**src/rtl/decode_issue_controller.sv**
```systemverilog
`default_nettype none
// ============================================================================
// Module      : decode_issue_controller
// Description : Issue register between decode and execute. A pending-write
//               scoreboard stalls RAW/WAW hazards, an in-flight write cap
//               limits outstanding writes, and serialising ops issue alone.
// Revision    : 1.0 - initial release
// ============================================================================
module decode_issue_controller #(
    parameter int MAX_INFLIGHT = 4
) (
    input  logic                              clk_i,
    input  logic                              rst_ni,
    input  logic                              dec_valid_i,
    output logic                              dec_ready_o,
    input  logic                              dec_write_enable_i,
    input  logic [4:0]                        dec_rd_address_i,
    input  logic [4:0]                        dec_rs1_address_i,
    input  logic [4:0]                        dec_rs2_address_i,
    input  logic                              dec_serialize_i,
    output logic                              issue_valid_o,
    input  logic                              issue_ready_i,
    output logic                              issue_write_enable_o,
    output logic [4:0]                        issue_rd_address_o,
    output logic [4:0]                        issue_rs1_address_o,
    output logic [4:0]                        issue_rs2_address_o,
    input  logic                              wb_valid_i,
    input  logic [4:0]                        wb_rd_address_i,
    input  logic                              flush_i,
    output logic [31:0]                       pending_o,
    output logic [$clog2(MAX_INFLIGHT+1)-1:0] inflight_o,
    output logic                              protocol_error_o
);

    localparam int                CNT_W   = $clog2(MAX_INFLIGHT + 1);
    localparam logic [CNT_W-1:0]  CNT_MAX = CNT_W'(MAX_INFLIGHT);
    localparam logic [CNT_W-1:0]  CNT_ONE = CNT_W'(1);

    typedef enum logic [0:0] {
        ST_RUN   = 1'b0,
        ST_DRAIN = 1'b1
    } state_t;

    state_t            state;
    state_t            state_next;
    logic [31:0]       pending;
    logic [31:0]       pending_next;
    logic [CNT_W-1:0]  inflight;
    logic [CNT_W-1:0]  inflight_next;
    logic              issue_valid;
    logic              issue_we;
    logic [4:0]        issue_rd;
    logic [4:0]        issue_rs1;
    logic [4:0]        issue_rs2;
    logic              perr;

    logic              dec_writes;
    logic              hazard;
    logic              full;
    logic              issue_free;
    logic              accept;
    logic              alloc;
    logic              wb_hit;
    logic              wb_err;
    logic              squash;
    logic              squash_dec;

    // pending[0] is held at zero, so x0 sources never create a hazard
    assign dec_writes = dec_write_enable_i & (dec_rd_address_i != 5'd0);
    assign hazard     = pending[dec_rs1_address_i] | pending[dec_rs2_address_i]
                      | (dec_write_enable_i & pending[dec_rd_address_i]);
    assign full       = (inflight == CNT_MAX) & dec_writes;
    assign issue_free = ~issue_valid | issue_ready_i;
    assign dec_ready_o = (state == ST_RUN) & ~flush_i & ~hazard & ~full & issue_free;
    assign accept     = dec_valid_i & dec_ready_o;
    assign alloc      = accept & dec_writes;

    assign wb_hit     = wb_valid_i & (wb_rd_address_i != 5'd0) & pending[wb_rd_address_i];
    assign wb_err     = wb_valid_i & (wb_rd_address_i != 5'd0) & ~pending[wb_rd_address_i];

    // A squashed write only gives back its slot if it still owns the pending
    // bit and a same-cycle writeback is not already retiring that register.
    assign squash     = flush_i & issue_valid & issue_we;
    assign squash_dec = squash & pending[issue_rd]
                      & ~(wb_hit & (wb_rd_address_i == issue_rd));

    always_comb begin
        pending_next = pending;
        if (wb_hit) begin
            pending_next[wb_rd_address_i] = 1'b0;
        end
        if (squash) begin
            pending_next[issue_rd] = 1'b0;
        end
        if (alloc) begin
            pending_next[dec_rd_address_i] = 1'b1;
        end
        pending_next[0] = 1'b0;
    end

    always_comb begin
        inflight_next = inflight;
        if (alloc) begin
            inflight_next = inflight_next + CNT_ONE;
        end
        if (wb_hit) begin
            inflight_next = inflight_next - CNT_ONE;
        end
        if (squash_dec) begin
            inflight_next = inflight_next - CNT_ONE;
        end
    end

    always_comb begin
        state_next = state;
        case (state)
            ST_RUN: begin
                if (accept & dec_serialize_i) begin
                    state_next = ST_DRAIN;
                end
            end
            ST_DRAIN: begin
                // Flush empties the issue register, so only the counter matters
                if (flush_i) begin
                    if (inflight_next == '0) begin
                        state_next = ST_RUN;
                    end
                end else if ((inflight == '0) & issue_free) begin
                    state_next = ST_RUN;
                end
            end
            default: state_next = ST_RUN;
        endcase
    end

    always_ff @(posedge clk_i or negedge rst_ni) begin
        if (!rst_ni) begin
            state    <= ST_RUN;
            pending  <= '0;
            inflight <= '0;
            perr     <= 1'b0;
        end else begin
            state    <= state_next;
            pending  <= pending_next;
            inflight <= inflight_next;
            if (wb_err) begin
                perr <= 1'b1;
            end
        end
    end

    always_ff @(posedge clk_i or negedge rst_ni) begin
        if (!rst_ni) begin
            issue_valid <= 1'b0;
            issue_we    <= 1'b0;
            issue_rd    <= 5'd0;
            issue_rs1   <= 5'd0;
            issue_rs2   <= 5'd0;
        end else if (accept) begin
            issue_valid <= 1'b1;
            issue_we    <= dec_writes;
            issue_rd    <= dec_rd_address_i;
            issue_rs1   <= dec_rs1_address_i;
            issue_rs2   <= dec_rs2_address_i;
        end else if (flush_i | (issue_valid & issue_ready_i)) begin
            issue_valid <= 1'b0;
        end
    end

    assign issue_valid_o        = issue_valid;
    assign issue_write_enable_o = issue_we;
    assign issue_rd_address_o   = issue_rd;
    assign issue_rs1_address_o  = issue_rs1;
    assign issue_rs2_address_o  = issue_rs2;
    assign pending_o            = pending;
    assign inflight_o           = inflight;
    assign protocol_error_o     = perr;

endmodule
`default_nettype wire

```
**config.mk**
```make
export PLATFORM = sky130hd
export DESIGN_NAME = decode_issue_controller
export DESIGN_NICKNAME = d
export VERILOG_FILES = /design/src/rtl/decode_issue_controller.sv
export SDC_FILE = /design/constraint.sdc
export NUM_CORES = 1
export LEC_CHECK = 0
export CAP_MARGIN = 10
export CORE_MARGIN = 5
export CORE_UTILIZATION = 53
export DETAILED_ROUTE_END_ITERATION = 16
export PLACE_DENSITY_LB_ADDON = 0.12
export SLEW_MARGIN = 20
export SYNTH_ARGS = -nofsm -noshare
export SYNTH_HDL_FRONTEND = slang
export SYNTH_SLANG_ARGS = --single-unit
```
**constraint.sdc**
```tcl
create_clock -name clk_i -period 5.6 [get_ports clk_i]
set_input_delay 1.68 -clock clk_i [delete_from_list [all_inputs] [get_ports clk_i]]
set_output_delay 1.68 -clock clk_i [all_outputs]
set_load 0.005 [all_outputs]
```
After elaboration in Yosys (flattened, before gate mapping)
Cells that the tools add are included.

storage, ports and cells
  flip-flop bits (word level) = 53
  latch bits = 0
  bits in writable memories = 0
  bits in read-only memories = 0
  input port bits = 28
  output and inout port bits = 54
  word-level logic and storage cells = 95
  memories kept = 0

cells by class
  $add $sub $neg = 3
  $mul = 0
  div/mod/pow operators = 0
  order comparisons = 8
  equal/unequal tests = 2
  shift operators = 0
  multiplexer cells = 29
  bitwise logic cells = 36
  reduce and logical (&&, ||, !) cells = 8

operators by type and width
  kind                                                        number
  2-to-1 mux 32 bit                                           3
  bitwise AND 32 bit                                          2
  inverter 32 bit                                             2
  OR 32 bit                                                   1
  less-than comparator 5 x 6 -> 1 bit, second input constant  5
  binary-select mux 1 bit (select 5 bit)                      5
  bitwise AND 1 bit                                           20
  demux 1 bit (select 5 bit)                                  3
  >= comparator 5 x 1 -> 1 bit, second input constant         3
  2-to-1 mux 1 bit                                            14
  nonzero test 5 bit                                          2
  2-to-1 mux 3 bit                                            3
  inverter 1 bit                                              7
  zero test 3 bit                                             2
  subtractor 3 x 1 -> 3 bit, second input constant            2
  == test 5 bit                                               1
  OR 1 bit                                                    4
  adder 3 x 1 -> 3 bit, second input constant                 1
  == test 3 bit, second input constant                        1
  logical AND 1 bit                                           3
  one-hot mux 1 bit (2 select lines)                          1
  nonzero test 2 bit                                          1

Longest topological paths before layout
Gate-level depths: netlist (run 1).

  depth after elaboration = 19
  gate-level depth with buffers = 16

Worst setup path before layout (run 1)
Ideal clock, no wire load.

  path type = in2reg
  start = input port dec_rs1_address_i[2]
  end = register state
  library setup time = 0.138 ns
  data arrival time = 4.972 ns
  path slack = 0.489 ns
  stages = 15
  buffers on the path = 1
  cell sequence = clkbuf_1 -> mux2_1 -> a221o_1 -> a31oi_2 -> nand4_4 -> nor4_4 -> a21boi_0 -> ha_1 -> and3_1 -> or2_2 -> ha_1 -> inv_1 -> a211oi_1 -> xor3_1 -> a41oi_2

on the way
  word-level cells in the longest chain between the ends = 19

ends and longest elaborated chain
  element                                     RTL line  source
  from (decl)                                 18        input logic [4:0] dec_rs1_address_i,
  binary-select mux 1 bit (select 5 bit) (*)  70        assign hazard = pending[dec_rs1_address_i] | pending[dec_rs2_address_i]
  2-to-1 mux 1 bit (not written as such) (*)  70
  OR 1 bit (*)                                70
  OR 1 bit (*)                                71        | (dec_write_enable_i & pending[dec_rd_address_i]);
  inverter 1 bit (*)                          74        assign dec_ready_o = (state == ST_RUN) & ~flush_i & ~hazard & ~full & issue_free;
  bitwise AND 1 bit (*) (3 in series)         74
  bitwise AND 1 bit (*)                       75        assign accept = dec_valid_i & dec_ready_o;
  bitwise AND 1 bit                           76        assign alloc = accept & dec_writes;
  [2 not listed]                              --
  2-to-1 mux 3 bit                            106       if (wb_hit) begin
  subtractor 3 x 1 -> 3 bit                   110       inflight_next = inflight_next - CNT_ONE;
  2-to-1 mux 3 bit                            109       if (squash_dec) begin
  zero test 3 bit                             125       if (inflight_next == '0) begin
  2-to-1 mux 1 bit                            125
  2-to-1 mux 1 bit                            124       if (flush_i) begin
  one-hot mux 1 bit (2 select lines) (*)      116       case (state)
  named net state_next                        45        state_t state_next;
  to (signal assigned)                        143       state <= state_next;
  to (decl)                                   44        state_t state;

The timed path passes the listed nets; every way through them passes the cells marked *. The select of a mux whose other input is x is not followed.
A chain may end at the register's enable or synchronous reset.

Worst setup path after layout (run 1)
  start = input port dec_rd_address_i[0]
  end = output port dec_ready_o

on the way
  word-level cells in the longest chain between the ends = 8

ends and longest elaborated chain
  element                                 RTL line  source
  from (decl)                             17        input logic [4:0] dec_rd_address_i,
  binary-select mux 1 bit (select 5 bit)  71
  2-to-1 mux 1 bit (not written as such)  71
  bitwise AND 1 bit                       71
  OR 1 bit                                71
  inverter 1 bit                          74
  bitwise AND 1 bit                       74
  bitwise AND 1 bit (*) (2 in series)     74
  to (decl)                               15        output logic dec_ready_o,

Mark *: on every way between the ends. The rest lies on a longest branch, timed or not. The select of a mux whose other input is x is not followed.

==> results of run 1 <==
-- stage by stage --
step / instance area (um2) / worst slack, ns
after floorplan: 4250 / 0.4893
after global placement: 5361 / -0.2928
after detailed placement: 5361 / -0.3553
after CTS: 5456 / 0.2091
after global routing: 5456 / 0.07771
final: 5456 / 0.1774
-- layout by cell type, fill, tap and decap left out, types with 3 or more instances in the layout --
master and n:
a211oi_1 4, a21o_1 4, a21oi_1 8, a22oi_1 5, a31oi_1 3, and2_1 3
and3_1 4, buf_4 42, clkbuf_8 6, clkdlybuf4s50_1 73, dfrtp_1 53, dlygate4sd2_1 6
ha_1 4, inv_1 16, mux2_2 16, mux2i_1 44, mux4_1 4, mux4_2 10
nand2_1 10, nand2b_1 4, nand3_1 19, nand3b_1 12, nor2_1 16, nor2b_1 11
nor3_1 8, nor3b_1 3, nor4_1 8, o211ai_1 3, o21ai_0 38, o21bai_1 3
o221ai_1 17, o22ai_1 20, or3_1 4, or3b_2 6, xnor2_1 5, xor2_1 3
-- layer usage --
layer	vias to the layer above	track usage [%]	wire, um
li1	1890	-	-
met1	2086	41.38	6027
met2	285	48.66	6933
met3	61	6.031	1622
met4	0	12.92	630
met5	-	0	0
-- flip-flops by register name, indices dropped and copies added, names as in the netlist --
register              flops
pending_o                31
issue_rs2_address_o       5
issue_write_enable_o      1
issue_valid_o             1
state                     1
inflight_o                3
issue_rs1_address_o       5
protocol_error_o          1
issue_rd_address_o        5
-- kinds of logic after synthesis --
| logic type | count (synthesis) | share of synthesized area, % |
|---|---|---|
| AOI/OAI and AO/OA | 124 | 19.84 |
| xor gates and xnor gates | 10 | 2.738 |
| adders and majority gates | 4 | 1.178 |
| buffers and inverters | 50 | 4.887 |
| DFF | 53 | 31.20 |
| muxes | 75 | 22.64 |
| other | 1 | 0.08823 |
| and+or+nand+nor | 121 | 17.43 |
-- what timing repair did --
item	in CTS	in global routing
gates resized for setup	9	0
buffers inserted	0	0
setup endpoints to repair	2	0
-- cell type report --
cell class                 count  area share, %
clock buffer                   7          1.582
inverter                      16          1.101
multi-input combinational    335          50.08
sequential                    53          24.31
tap                          102          2.339
timing repair buffer         123          20.59
-- power breakdown --
part | internal (mW) | total (mW) | switching [mW]
registers | 0.474 | 0.673 | 0.199
clock network | 0.0985 | 0.222 | 0.123
logic | 0.426 | 0.708 | 0.282
total | 0.999 | 1.60 | 0.604
-- path summary, 6_finish.rpt --
check / from / end / slack (ns) / cells past startpoint
max: dec_rd_address_i[0] / dec_ready_o / 0.18 / 9
min: protocol_error_o / protocol_error_o / 0.49 / 1
max reg2reg: pending_o[30] / state / 1.47 / 15
min reg2reg: protocol_error_o / protocol_error_o / 0.49 / 1
max in group asynchronous: rst_ni / pending_o[13] / 3.63 / 2
min in group asynchronous: rst_ni / issue_rs2_address_o[0] / 1.48 / 2
==> summary.txt, run 1 <==
Pwr
  • Power Dens Cells: 293.7 nW/um2
  • Overall power: 1.603 mW
  • Maximum VDD drop: 0.1608 mV
  • P_leak: 2.199 nW

Setup path
  • CP max-delay cell: clkdlybuf4s50_1
  • Crit path cell chain: clkdlybuf4s50_1 > buf_12 > mux2i_1 > o22ai_1 > nor4_1 > o221ai_1 > nand2_1 > and2_1 > dlygate4sd2_1
  • Worst setup SP type: input pin
  • Critical Path RT: 3.92 ns
  • Buf/Inv on CP: 3
  • Crit path largest cell delay: between 0.5 and 0.6 ns
  • Critical path class: input pin to output port
  • CP Capture Type: output port
  • CP arrival: 3.74 ns
  • Cell family with the largest share of critical-path delay: buffers and inverters
  • Worst-path fanout max: 17

Synth
  • Biggest area consumer among synthesized cells: dfrtp_1
  • #FFs+latches synth: 53
  • Post-synth top cells: 53 x dfrtp_1, 44 x mux2i_1, 38 x o21ai_0
  • Asr flop ratio synth: 100.0%
  • Post-synth top area share: 31.20%
  • Syn_nets: 470
  • Post-synthesis cell type count: 64
  • Avg Cell Area, Syn: between 9 and 10 um2
  • Cell with the most instances after synthesis: dfrtp_1
  • Ranking of synthesized cells by area: dfrtp_1 31%, mux2i_1 10%, mux4_2 5.3%, o21ai_0 4.5%, mux2_2 4.2%
  • Cell Area, Synth: 4250 um2
  • Yosys warns: 0
  • Most common flop cell mapped by yosys: dfrtp_1
  • Synth Instances: 438
  • Sequential share of the synthesized area: 31.20%
  • Post-synth EDFFs: 0

Layout
  • Layout filler cell count: 624
  • Antenna diodes: 0
  • Cell Count, Final, Fillers Out: 636
  • Sequential cell area: between 1000 and 1500 um2
  • Final net count: 566
  • Final core occ: a little over two thirds
  • Area Overhead vs Synth: 28.38%
  • Fraction of layout instances using a drive strength above 1: 17.04%
  • Multi-input gate area: 2733 um2

Clock network
  • Worst-path clk slew: roughly 0.090 ns
  • CTS Sinks: 53
  • CTS max path bufs: 2
  • # hold bufs at CTS: 0
  • H-tree Lvls: 2
  • CTS tree: built
  • Worst skew pair latency: 0.31 ns
  • CTS root buffer: clkbuf_8
  • Total CTS buffers: 5

GRT
  • Global-route wire length before repair: 23570 um
  • Largest net degree at the start of global routing: 54
  • Initial antenna violation count: 0
  • Grt ovf: 0
  • Vias in the first global route: 4159
  • Tot GR Track Use: 30.80%

STA
  • Post-layout min period: approximately 5.4 ns
  • Skew final: around 0.0092 ns
  • Max Transition Viols Final: 0
  • Min Hold Slack: 0.4878 ns
  • Max frequency: 184.4 MHz
  • Final setup viols: 0
  • Slew margin rel.: 31.95%
  • Worst slew pin tran: a little over 1 ns
  • Final Cycle Share: 96.83%
  • RSZ-0062 raised after global routing: no
  • TNS Setup: 0 ns
  • Count of final hold-check violations: 0

Route
  • WL final: 15210 um
  • First-pass detailed-route iteration total: 6
  • Post-route DRC: 0
  • Vias per cell: 6.796
  • Via count: 4322
  • Iteration-0 DRC Markers: 460
  • Wire per inst: 23.92 um
  • Post-route ant nets: 0

Status
  • Outcome: finished clean

Placement
  • DP Wirelength: 10960 um
  • RD Place Congestion: a little under 1
  • Port Buffer Count: 80
  • Cells after DPL: 629

Hold path
  • Hold Path Class: flop to flop

Floorplanning
  • Core outline area: 7767 um2
  • Die area: 9910 um2
  • # IOs: 82
  • # rows: 32
  • Initial Util: about 55%
  • Die Ht: 99.55 um
  • Die Span X: 99.55 um

Run
  • Max-cap viol count: 0
Note: power is estimated with default switching activity, not from simulation.
==> run 2, diff against run 1 <==
--- a/config.mk
+++ b/config.mk
@@ -14,3 +14,4 @@
 export SYNTH_ARGS = -nofsm -noshare
 export SYNTH_HDL_FRONTEND = slang
 export SYNTH_SLANG_ARGS = --single-unit
+export TNS_END_PERCENT = 5
==> results of run 2 <==
No change in the layout: final DEF, timing and power equal those of run 1.
